File: src/rtl/select_next_hop_if.sv
// select_next_hop_if: request/result and routing-table read bus of select_next_hop.
// slave  = the search engine (select_next_hop)
// master = the requester plus the routing-table memory
interface select_next_hop_if;
  logic        en;
  logic [15:0] sinkID;
  logic [15:0] data_in;
  logic [10:0] address;
  logic        done;
  logic        hop_valid;
  logic [15:0] hop_ID;
  logic [15:0] hop_qValue;
  logic [15:0] hop_battery;

  modport slave (
    input  en, sinkID, data_in,
    output address, done, hop_valid, hop_ID, hop_qValue, hop_battery
  );

  modport master (
    output en, sinkID, data_in,
    input  address, done, hop_valid, hop_ID, hop_qValue, hop_battery
  );
endinterface

File: src/rtl/select_next_hop.sv
// select_next_hop: walks the routing table (read-only) and picks the neighbor
// advertising sinkID with the lowest qValue. Lower neighbor index wins ties.
// Optional feature macro: BATTERY_TIEBREAK_EN -- on equal qValue, the candidate
// with the strictly higher batteryStat replaces the current best.
// Memory read timing: address registered at edge t, data_in sampled at edge t+1.
module select_next_hop (
  input  logic              clock,
  input  logic              rst,
  select_next_hop_if.slave  bus
);

  typedef enum logic [3:0] {
    S_IDLE,
    S_LD_NCNT,
    S_NEXT,
    S_LD_SCNT,
    S_SINK,
    S_CMP,
    S_LD_Q,
    S_LD_B,
    S_LD_ID,
    S_DONE
  } state_t;

  localparam logic [10:0] ADDR_NCNT  = 11'h68A;
  localparam logic [10:0] ADDR_NID   = 11'h048;
  localparam logic [10:0] ADDR_BAT   = 11'h148;
  localparam logic [10:0] ADDR_Q     = 11'h1C8;
  localparam logic [10:0] ADDR_SCNT  = 11'h68E;
  localparam logic [10:0] ADDR_SINKS = 11'h248;

  state_t      state_q, state_d;
  logic [6:0]  n_q, n_d;
  logic [3:0]  k_q, k_d;
  logic [6:0]  ncnt_q, ncnt_d;
  logic [3:0]  scnt_q, scnt_d;
  logic [15:0] q_q, q_d;
  logic [15:0] bat_q, bat_d;
  logic        best_valid_q, best_valid_d;
  logic [15:0] best_id_q, best_id_d;
  logic [15:0] best_q_q, best_q_d;
  logic [15:0] best_bat_q, best_bat_d;
  logic [10:0] address_q, address_d;
  logic        done_q, done_d;
  logic        hop_valid_q, hop_valid_d;
  logic [15:0] hop_id_q, hop_id_d;
  logic [15:0] hop_qv_q, hop_qv_d;
  logic [15:0] hop_bat_q, hop_bat_d;

  logic        take_cand;
  logic [10:0] n_x2;
  logic [10:0] n_x16;
  logic [10:0] k_x2;

  assign n_x2  = {3'b000, n_q, 1'b0};
  assign n_x16 = {n_q, 4'b0000};
  assign k_x2  = {6'b000000, k_q, 1'b0};

  // Decide whether the just-loaded candidate beats the current best.
  always_comb begin
    take_cand = !best_valid_q || (q_q < best_q_q);
`ifdef BATTERY_TIEBREAK_EN
    if (best_valid_q && (q_q == best_q_q) && (bat_q > best_bat_q)) begin
      take_cand = 1'b1;
    end
`endif
  end

  // Next-state and datapath updates for the search sequence.
  always_comb begin
    state_d      = state_q;
    n_d          = n_q;
    k_d          = k_q;
    ncnt_d       = ncnt_q;
    scnt_d       = scnt_q;
    q_d          = q_q;
    bat_d        = bat_q;
    best_valid_d = best_valid_q;
    best_id_d    = best_id_q;
    best_q_d     = best_q_q;
    best_bat_d   = best_bat_q;
    address_d    = address_q;
    done_d       = done_q;
    hop_valid_d  = hop_valid_q;
    hop_id_d     = hop_id_q;
    hop_qv_d     = hop_qv_q;
    hop_bat_d    = hop_bat_q;

    unique case (state_q)
      S_IDLE: begin
        if (bus.en) begin
          n_d          = '0;
          k_d          = '0;
          best_valid_d = 1'b0;
          best_id_d    = '0;
          best_q_d     = '0;
          best_bat_d   = '0;
          done_d       = 1'b0;
          hop_valid_d  = 1'b0;
          address_d    = ADDR_NCNT;
          state_d      = S_LD_NCNT;
        end
      end
      S_LD_NCNT: begin
        ncnt_d  = (bus.data_in > 16'd64) ? 7'd64 : bus.data_in[6:0];
        state_d = S_NEXT;
      end
      S_NEXT: begin
        if (n_q == ncnt_q) begin
          state_d = S_DONE;
        end else begin
          address_d = ADDR_SCNT + n_x2;
          state_d   = S_LD_SCNT;
        end
      end
      S_LD_SCNT: begin
        scnt_d  = (bus.data_in > 16'd8) ? 4'd8 : bus.data_in[3:0];
        k_d     = '0;
        state_d = S_SINK;
      end
      S_SINK: begin
        if (k_q == scnt_q) begin
          n_d     = n_q + 7'd1;
          state_d = S_NEXT;
        end else begin
          address_d = ADDR_SINKS + n_x16 + k_x2;
          state_d   = S_CMP;
        end
      end
      S_CMP: begin
        // First match ends this neighbor's scan, so duplicates never re-evaluate it.
        if (bus.data_in == bus.sinkID) begin
          address_d = ADDR_Q + n_x2;
          state_d   = S_LD_Q;
        end else begin
          k_d     = k_q + 4'd1;
          state_d = S_SINK;
        end
      end
      S_LD_Q: begin
        q_d       = bus.data_in;
        address_d = ADDR_BAT + n_x2;
        state_d   = S_LD_B;
      end
      S_LD_B: begin
        bat_d     = bus.data_in;
        address_d = ADDR_NID + n_x2;
        state_d   = S_LD_ID;
      end
      S_LD_ID: begin
        if (take_cand) begin
          best_valid_d = 1'b1;
          best_id_d    = bus.data_in;
          best_q_d     = q_q;
          best_bat_d   = bat_q;
        end
        n_d     = n_q + 7'd1;
        state_d = S_NEXT;
      end
      S_DONE: begin
        hop_valid_d = best_valid_q;
        hop_id_d    = best_id_q;
        hop_qv_d    = best_q_q;
        hop_bat_d   = best_bat_q;
        done_d      = 1'b1;
        state_d     = S_IDLE;
      end
      default: state_d = S_IDLE;
    endcase
  end

  // State and datapath registers; synchronous reset clears everything.
  always_ff @(posedge clock) begin
    if (rst) begin
      state_q      <= S_IDLE;
      n_q          <= '0;
      k_q          <= '0;
      ncnt_q       <= '0;
      scnt_q       <= '0;
      q_q          <= '0;
      bat_q        <= '0;
      best_valid_q <= 1'b0;
      best_id_q    <= '0;
      best_q_q     <= '0;
      best_bat_q   <= '0;
      address_q    <= '0;
      done_q       <= 1'b0;
      hop_valid_q  <= 1'b0;
      hop_id_q     <= '0;
      hop_qv_q     <= '0;
      hop_bat_q    <= '0;
    end else begin
      state_q      <= state_d;
      n_q          <= n_d;
      k_q          <= k_d;
      ncnt_q       <= ncnt_d;
      scnt_q       <= scnt_d;
      q_q          <= q_d;
      bat_q        <= bat_d;
      best_valid_q <= best_valid_d;
      best_id_q    <= best_id_d;
      best_q_q     <= best_q_d;
      best_bat_q   <= best_bat_d;
      address_q    <= address_d;
      done_q       <= done_d;
      hop_valid_q  <= hop_valid_d;
      hop_id_q     <= hop_id_d;
      hop_qv_q     <= hop_qv_d;
      hop_bat_q    <= hop_bat_d;
    end
  end

  assign bus.address     = address_q;
  assign bus.done        = done_q;
  assign bus.hop_valid   = hop_valid_q;
  assign bus.hop_ID      = hop_id_q;
  assign bus.hop_qValue  = hop_qv_q;
  assign bus.hop_battery = hop_bat_q;

endmodule

File: src/flat_wrapper.sv
// flat-port wrapper written by rule: the top's interface ports become plain ports
module select_next_hop_flat 
  (clock, rst, bus_en, bus_sinkID, bus_data_in, bus_address, bus_done, bus_hop_valid, bus_hop_ID, bus_hop_qValue, bus_hop_battery);
  select_next_hop_if bus_i ();
  input  logic clock;
  input  logic rst;
  input wire logic [$bits(bus_i.en)-1:0] bus_en;
  input wire logic [$bits(bus_i.sinkID)-1:0] bus_sinkID;
  input wire logic [$bits(bus_i.data_in)-1:0] bus_data_in;
  output wire logic [$bits(bus_i.address)-1:0] bus_address;
  output wire logic [$bits(bus_i.done)-1:0] bus_done;
  output wire logic [$bits(bus_i.hop_valid)-1:0] bus_hop_valid;
  output wire logic [$bits(bus_i.hop_ID)-1:0] bus_hop_ID;
  output wire logic [$bits(bus_i.hop_qValue)-1:0] bus_hop_qValue;
  output wire logic [$bits(bus_i.hop_battery)-1:0] bus_hop_battery;
  assign bus_i.en = bus_en;
  assign bus_i.sinkID = bus_sinkID;
  assign bus_i.data_in = bus_data_in;
  assign bus_address = bus_i.address;
  assign bus_done = bus_i.done;
  assign bus_hop_valid = bus_i.hop_valid;
  assign bus_hop_ID = bus_i.hop_ID;
  assign bus_hop_qValue = bus_i.hop_qValue;
  assign bus_hop_battery = bus_i.hop_battery;
  select_next_hop u_core (.clock(clock), .rst(rst), .bus(bus_i));
endmodule
File: config.mk
export PLATFORM = sky130hd
export DESIGN_NAME = select_next_hop_flat
export DESIGN_NICKNAME = d
export VERILOG_FILES = /design/src/rtl/select_next_hop_if.sv /design/src/rtl/select_next_hop.sv /design/src/flat_wrapper.sv
export SDC_FILE = /design/constraint.sdc
export NUM_CORES = 1
export LEC_CHECK = 0
export BUFFER_PORTS_ARGS = -buffer_cell sky130_fd_sc_hd__clkbuf_2
export CAP_MARGIN = 20
export CORE_MARGIN = 2
export CORE_UTILIZATION = 40
export DETAILED_ROUTE_END_ITERATION = 10
export GPL_TIMING_DRIVEN = 0
export MAX_ROUTING_LAYER = met4
export PLACE_DENSITY = 0.73
export SLEW_MARGIN = 20
export SYNTH_ARGS = -nofsm -noshare
export SYNTH_HDL_FRONTEND = slang
export SYNTH_SLANG_ARGS = --single-unit
File: constraint.sdc
create_clock -name clock -period 2.7 [get_ports clock]
set_input_delay 0.54 -clock clock [delete_from_list [all_inputs] [get_ports clock]]
set_output_delay 0.54 -clock clock [all_outputs]
set_load 0.01 [all_outputs]
==> results of run 1 <==
==> cells by family after synthesis <==
| kind of cell | synth area share [%] |
|---|---|
| compound gates | 18.6 |
| flops | 43.2 |
| other cells | 0.0485 |
| xor+xnor | 4.98 |
| fa+ha+maj | 3.82 |
| buf+inv | 5.55 |
| simple gates | 22.2 |
| mux | 1.55 |
==> cell usage in the layout (no fill, tap or decap), types with 8 or more instances in the layout <==
master / instances
a21oi_1: 147
a22oi_1: 9
buf_2: 23
clkbuf_1: 44
clkbuf_16: 17
clkbuf_2: 90
dfxtp_1: 164
ha_1: 21
inv_1: 21
nand2_1: 180
nand2b_1: 8
nand3_1: 13
nand4_1: 60
nor2_1: 42
nor2b_1: 9
nor3_1: 14
o21ai_0: 49
o21ai_1: 11
xnor2_1: 38
==> synth_stat cells, types with 3 or more instances <==
master	instances	area share (%)
nand2_1	180	8.7
dfxtp_1	167	43
a21oi_1	147	9.5
nand4_1	60	4.9
o21ai_0	49	3.2
clkbuf_1	42	2.0
nor2_1	42	2.0
xnor2_1	38	4.3
buf_2	25	1.6
ha_1	22	3.6
inv_1	21	1.0
nor3_1	14	0.91
nand3_1	13	0.84
o21ai_1	11	0.71
nor2b_1	10	0.81
a22oi_1	9	0.87
nand2b_1	8	0.65
mux2_4	6	1.2
xor2_1	6	0.68
a21o_1	5	0.49
a31oi_1	5	0.40
a211oi_1	4	0.39
buf_4	4	0.39
o22ai_1	4	0.32
a221oi_1	3	0.34
and2_1	3	0.24
buf_1	3	0.15
mux2i_1	3	0.39
nor4_1	3	0.24
o21bai_1	3	0.29
or3_1	3	0.24
==> flip-flops by register name (all words and copies together) (netlist names), 16 cells and up <==
name,flops
u_core.bat_q,16
u_core.best_bat_q,16
u_core.best_id_q,16
u_core.best_q_q,16
u_core.bus.hop_ID,16
u_core.bus.hop_battery,16
u_core.bus.hop_qValue,16
u_core.q_q,16
==> critical path, delay by kind of cell (launching register included) <==
family | cells | cell delay [ns]
simple gates | 2 | 0.60
fa+ha+maj | 1 | 0.34
compound gates | 4 | 0.65
flops | 1 | 0.34
buf+inv | 3 | 0.53
==> power groups by stage <==
stage | registers [mW] | clock network, mW | logic (mW)
floorplan | 2.57 | 0 | 0.309
global placement | 2.57 | 0 | 0.471
detailed placement | 2.57 | 0 | 0.476
CTS | 2.52 | 2.67 | 0.481
global route | 2.52 | 2.77 | 0.528
finish | 2.52 | 2.65 | 0.489
==> layer usage <==
metal  share of wire, %  vias up
met2                 46      249
met5                  0        -
met4                3.2        0
met1                 45     3415
met3                5.9       57
li1                   -     3539
==> repair_timing <==
item                       in CTS  in global routing
gates resized for setup        10                  8
pin swaps                       0                  1
setup endpoints to repair       3                  8
gates cloned                    0                  0
setup buffers                   0                  1
==> path summary, 6_finish.rpt <==
check | startpoint | endpoint | slack [ns] | cells past startpoint
hold reg to reg | u_core.bus.hop_battery[10] | u_core.bus.hop_battery[10] | 0.45 | 2
setup reg to reg | u_core.best_q_q[15] | u_core.best_bat_q[5] | 0.15 | 10
setup / recovery | u_core.best_q_q[15] | u_core.best_bat_q[5] | 0.15 | 10
hold / removal | bus_data_in[9] | u_core.bat_q[9] | 0.43 | 3
==> stage by stage <==
stage	worst slack, ns	cell area (µm²)	setup TNS [ns]	total power, mW
after global placement	-0.452	8510	-0.933	3.04
after CTS	0.0110	9160	0	5.67
final	0.155	9210	0	5.65
after floorplan	0.0499	7740	0	2.88
after detailed placement	-0.477	8510	-1.02	3.05
after global routing	0.000956	9210	0	5.82
==> final cells by class <==
type	instances	share of cell area, %
Buffer	76	3.94
Clock buffer	19	4.70
Clock inverter	12	2.16
Inverter	22	0.924
Multi-Input combinational cell	689	43.4
Sequential cell	167	36.4
Tap cell	260	3.53
Timing Repair Buffer	91	4.97
==> metrics.txt, run 1 <==
worst path required time=3.06 ns; total core area=18800 µm²; DRT Wirelength=about 22 mm; Synth Net Count=1012; worst-margin pin slew=0.775 ns; CTS Buffer Depth=2; placed instance count=1304; async set or reset register ratio after synthesis=0%; Clock power frac=between 40% and 50%; CP Max Fanout=10; clock-pin slew on the worst setup and hold paths=0.07 ns; Seq/Total Area, Yosys=43.2%; Net Switching=roughly 1.4 mW; Worst slew margin=48.2%; worst-path cell chain=inv_1, ha_1, nand4_1, nor4_2, a32oi_2, a21oi_2, buf_2, buf_2, o21ai_0, a21oi_1; hpwl dp=15.9 mm; skew final=roughly 0.0080 ns; H-tree Lvls=4; Seq pwr share=about 45%; WP data arrival=around 2.9 ns; gr ovfl total=0; post-synthesis average cell area=approximately 8.1 µm²; Final Util=48.9%; multi-input logic area=4000 µm²; RSZ-0062 raised after global routing=false; Synth Warn #=0; diode count=0; Final setup viols=0; Final Slew Violations=0; GRT Total Usage=22.1%; root buffer cell=clkbuf_16; max cap viols=0; routing usage on met1=between 20 and 30%; synth-to-layout area growth=19.0%; slowest CP cell=nor4_2; vias in the first global route=roughly 6600; CP Class=reg -> reg; Peak VDD IR=0.444 mV; cts hold-fix bufs=0; Sw Share=24.0%; Initial Utilization=41.1%; synthesized instance count=approximately 950; RePlAce Congestion=0.903; Die ar.=20500 µm²; number of remaining DRC errors=0; combinational share of power=~8.6%; Setup crit start kind=flip-flop; I/O Pins=96; worst hold slack=0.432 ns; endpoint class of the critical path=flip-flop; vias per cell=5.43; Pre-antenna DRT Iters=7; antenna violations before repair=0; Largest stage delay, worst path=0.36 ns; Die Height=143 µm; clock latency on the worst-skew pair=0.44 ns; Cell Count, Final, Fillers Out=1336; final period utilization=94.3%; cell with the most instances on the worst path=buf_2; met2 global-route usage=33.9%; crit path time final=2.55 ns; CTS tree=yes; Hold Vio Cnt, Final=0; Netlist cell types=between 60 and 70; Primary FF master, synth=dfxtp_1; Internal=4.29 mW; gr busiest metal=met2; ANT nets after route=0; port buffer count=90; status=finished, final reports clean; Vias=7260; fillers=1826; share of layout cells above drive strength 1=16.9%; standard-cell rows=50; TritonCTS Sinks=167; Post-synth EDFFs=0; Leakage=3.29 nW; Synth Register Bits=167; first-pass GRT wire length=approximately 35 mm; FMAX=between 300 and 400 MHz; TritonCTS buffer count=17; Starting DRT DRC Count=592; grt met3 use=between 4 and 5%; fin nets=1122; post-DR wirelength/cell=16.4 µm; largest net degree at the start of global routing=17; total power divided by cell area=approximately 610 nW/µm²; Worst Hold Class=in -> reg; register area=between 3000 and 4000 µm²; Cell Area, Synth=roughly 7700 µm²; Die X-Extent=143 µm
Power figures use the tool's default switching activity.
==> run 2: changes to the inputs <==
--- a/config.mk
+++ b/config.mk
@@ -12,7 +12,7 @@
 export DETAILED_ROUTE_END_ITERATION = 10
 export GPL_TIMING_DRIVEN = 0
 export MAX_ROUTING_LAYER = met4
-export PLACE_DENSITY = 0.73
+export PLACE_DENSITY = 0.71
 export SLEW_MARGIN = 20
 export SYNTH_ARGS = -nofsm -noshare
 export SYNTH_HDL_FRONTEND = slang
==> constraint.sdc (replaced) <==
create_clock -name clock -period 2.9 [get_ports clock]
set_input_delay 0.58 -clock clock [delete_from_list [all_inputs] [get_ports clock]]
set_output_delay 0.58 -clock clock [all_outputs]
set_load 0.01 [all_outputs]
==> run 2 against run 1 <==
  * Flip-flop and latch count stayed put
  * Worst hold slack improved by 0.016 ns
  * Maximum frequency fell by 8.0%
  * Global-route usage decreased by 0.22 points
  * Final cell count unchanged
  * Critical endpoint is now u_core.bus.address[7]
==> metrics.txt, run 2 (synthesis results as in run 1) <==
post-DR wirelength/cell=16.3 µm (-0.88%); worst path required time=3.23 ns (+0.17 ns); cts hold-fix bufs=0 (unchanged); status=finished, final reports clean; Die Height=143 µm (unchanged); first-pass GRT wire length=34.2 mm (-1.0%); Pre-antenna DRT Iters=5 (-2); worst hold slack=0.448 ns (+0.0162 ns); multi-input logic area=3970 µm² (-0.59%); Final setup viols=0 (unchanged); Worst slew margin=43.8% (-4.4 points); TritonCTS Sinks=167 (unchanged); Worst R2R Start=u_core.state_q[1]; endpoint class of the critical path=flip-flop; RePlAce Congestion=0.915 (+1.3%); Die X-Extent=143 µm (unchanged); Reg2Reg Depth=12 (+2); Setup crit start kind=flip-flop; worst-path cell chain=buf_4, nor2b_1, and2_1, clkbuf_4, clkinv_2, buf_4, ha_1, xnor2_1, o22ai_1, a221oi_2, a21oi_1, mux2_4; number of remaining DRC errors=0 (unchanged); largest net degree at the start of global routing=17 (unchanged); slowest CP cell=dfxtp_4; antenna violations before repair=0 (unchanged); clock-pin slew on the worst setup and hold paths=0.07 ns (about the same); GRT Total Usage=21.9% (-0.22 points); skew final=0.00819 ns (+0.000142 ns); postcts setup bufs=0 (unchanged); post-route cell area=9090 µm² (-1.3%); I/O Pins=96 (unchanged); DRT Wirelength=21.8 mm (-0.88%); share of layout cells above drive strength 1=16.6% (-0.28 points); cell with the most instances on the worst path=buf_4; fillers=1854 (+1.5%); Peak VDD IR=0.437 mV (-1.5%); hpwl dp=15.8 mm (-0.92%); Final Slew Violations=0 (unchanged); port buffer count=90 (unchanged); ANT nets after route=0 (unchanged); standard-cell rows=50 (unchanged); total design power=4.96 mW (-12%); register area=3350 µm² (about the same); total power divided by cell area=545 nW/µm² (-11%); r2r setup slk=0.13 ns (-0.02 ns); Cell Count, Final, Fillers Out=1336 (unchanged); Initial Utilization=41.1% (unchanged); synth-to-layout area growth=17.5%; total core area=18800 µm² (unchanged); most common cell after layout, fill and taps aside=nand2_1; root buffer cell=clkbuf_16; CP Max Fanout=10 (unchanged); CP Class=reg -> reg; vias per cell=5.41 (-0.48%); diode count=0 (unchanged); Setup TNS Final=0 ns (unchanged); Largest stage delay, worst path=0.39 ns (+0.03 ns); hold path depth=2 (-1); max cap viols=0 (unchanged); fin nets=1121 (-0.089%); TritonCTS buffer count=17 (unchanged); Worst Hold Class=reg -> reg; vias in the first global route=6404 (-3.1%); Vias=7225 (-0.48%); final period utilization=95.4% (+1.1 points); CTS tree=yes; H-tree Lvls=4 (unchanged); worst-margin pin slew=0.840 ns (+0.0652 ns); Die ar.=20500 µm² (unchanged); CP Launch Point=u_core.state_q[1]; post-cts sizing count=5 (-5); Hold Vio Cnt, Final=0 (unchanged); crit path time final=2.77 ns (+0.221 ns); clock latency on the worst-skew pair=0.43 ns (about the same); WP data arrival=3.09 ns (+0.19 ns); CTS Buffer Depth=2 (unchanged); gr ovfl total=0 (unchanged); FMAX=361 MHz (-8.0%); DP Area=8510 µm² (unchanged); commonest cells after routing, fill and taps aside=nand2_1 (180), dfxtp_1 (165), a21oi_1 (147); Starting DRT DRC Count=641 (+8.3%); RSZ-0062 raised after global routing=false; Leakage=3.24 nW (-1.5%); reg2reg end=u_core.bus.address[7]; critical path endpoint=u_core.bus.address[7]; placed instance count=1304 (unchanged)
[run 2: worst min path at each step]
stage | start | to | slack (ns)
after floorplan | u_core.best_id_q[0] | u_core.bus.hop_ID[0] | 0.43
after global placement | u_core.best_bat_q[15] | u_core.bus.hop_battery[15] | 0.44
after detailed placement | u_core.best_id_q[1] | u_core.bus.hop_ID[1] | 0.44
after CTS | u_core.best_bat_q[10] | u_core.bus.hop_battery[10] | 0.45
after global routing | u_core.best_bat_q[13] | u_core.bus.hop_battery[13] | 0.47
final | u_core.best_bat_q[11] | u_core.bus.hop_battery[11] | 0.45
[run 2: stage by stage]
step | utilization [%] | setup WS, ns
2_1_floorplan | - | 0.250
3_3_place_gp | 45.2 | -0.289
3_5_place_dp | 45.2 | -0.305
4_1_cts | 48.2 | 0.0404
5_1_grt | 48.3 | 0.0336
6_report | 48.3 | 0.134
[run 2: critical path, delay by kind of cell, from the launching register on]
| family | cells | cell delay [ns] |
|---|---|---|
| AO/OA/AOI/OAI | 3 | 0.42 |
| multiplexers | 1 | 0.28 |
| flip-flops | 1 | 0.39 |
| buffers and inverters | 4 | 0.72 |
| AND/OR/NAND/NOR | 2 | 0.34 |
| XOR/XNOR | 1 | 0.18 |
| adder cells (fa/ha/maj) | 1 | 0.33 |
[run 2: layer usage]
metal  part of all wire, %  track usage, %  vias up
li1                      -               -     3542
met1                    46            29.6     3363
met2                    45            33.0      272
met3                   5.6            3.66       48
met4                   3.1            7.92        0
met5                     0               -        -
[run 2: report_power, final]
part / internal (mW) / switching [mW]
registers: 2.32 / 0.0241
logic: 0.152 / 0.299
clock network: 1.14 / 1.02
total: 3.61 / 1.34
[run 2: cell type report]
type	instances	share of cell area, %
plain buffers	76	3.91
clock buffers	18	4.83
clock inverters	14	1.29
inverters	22	0.922
multi-input cells	689	43.7
flip-flops and latches	167	36.8
well taps	260	3.58
repair buffers	90	4.95
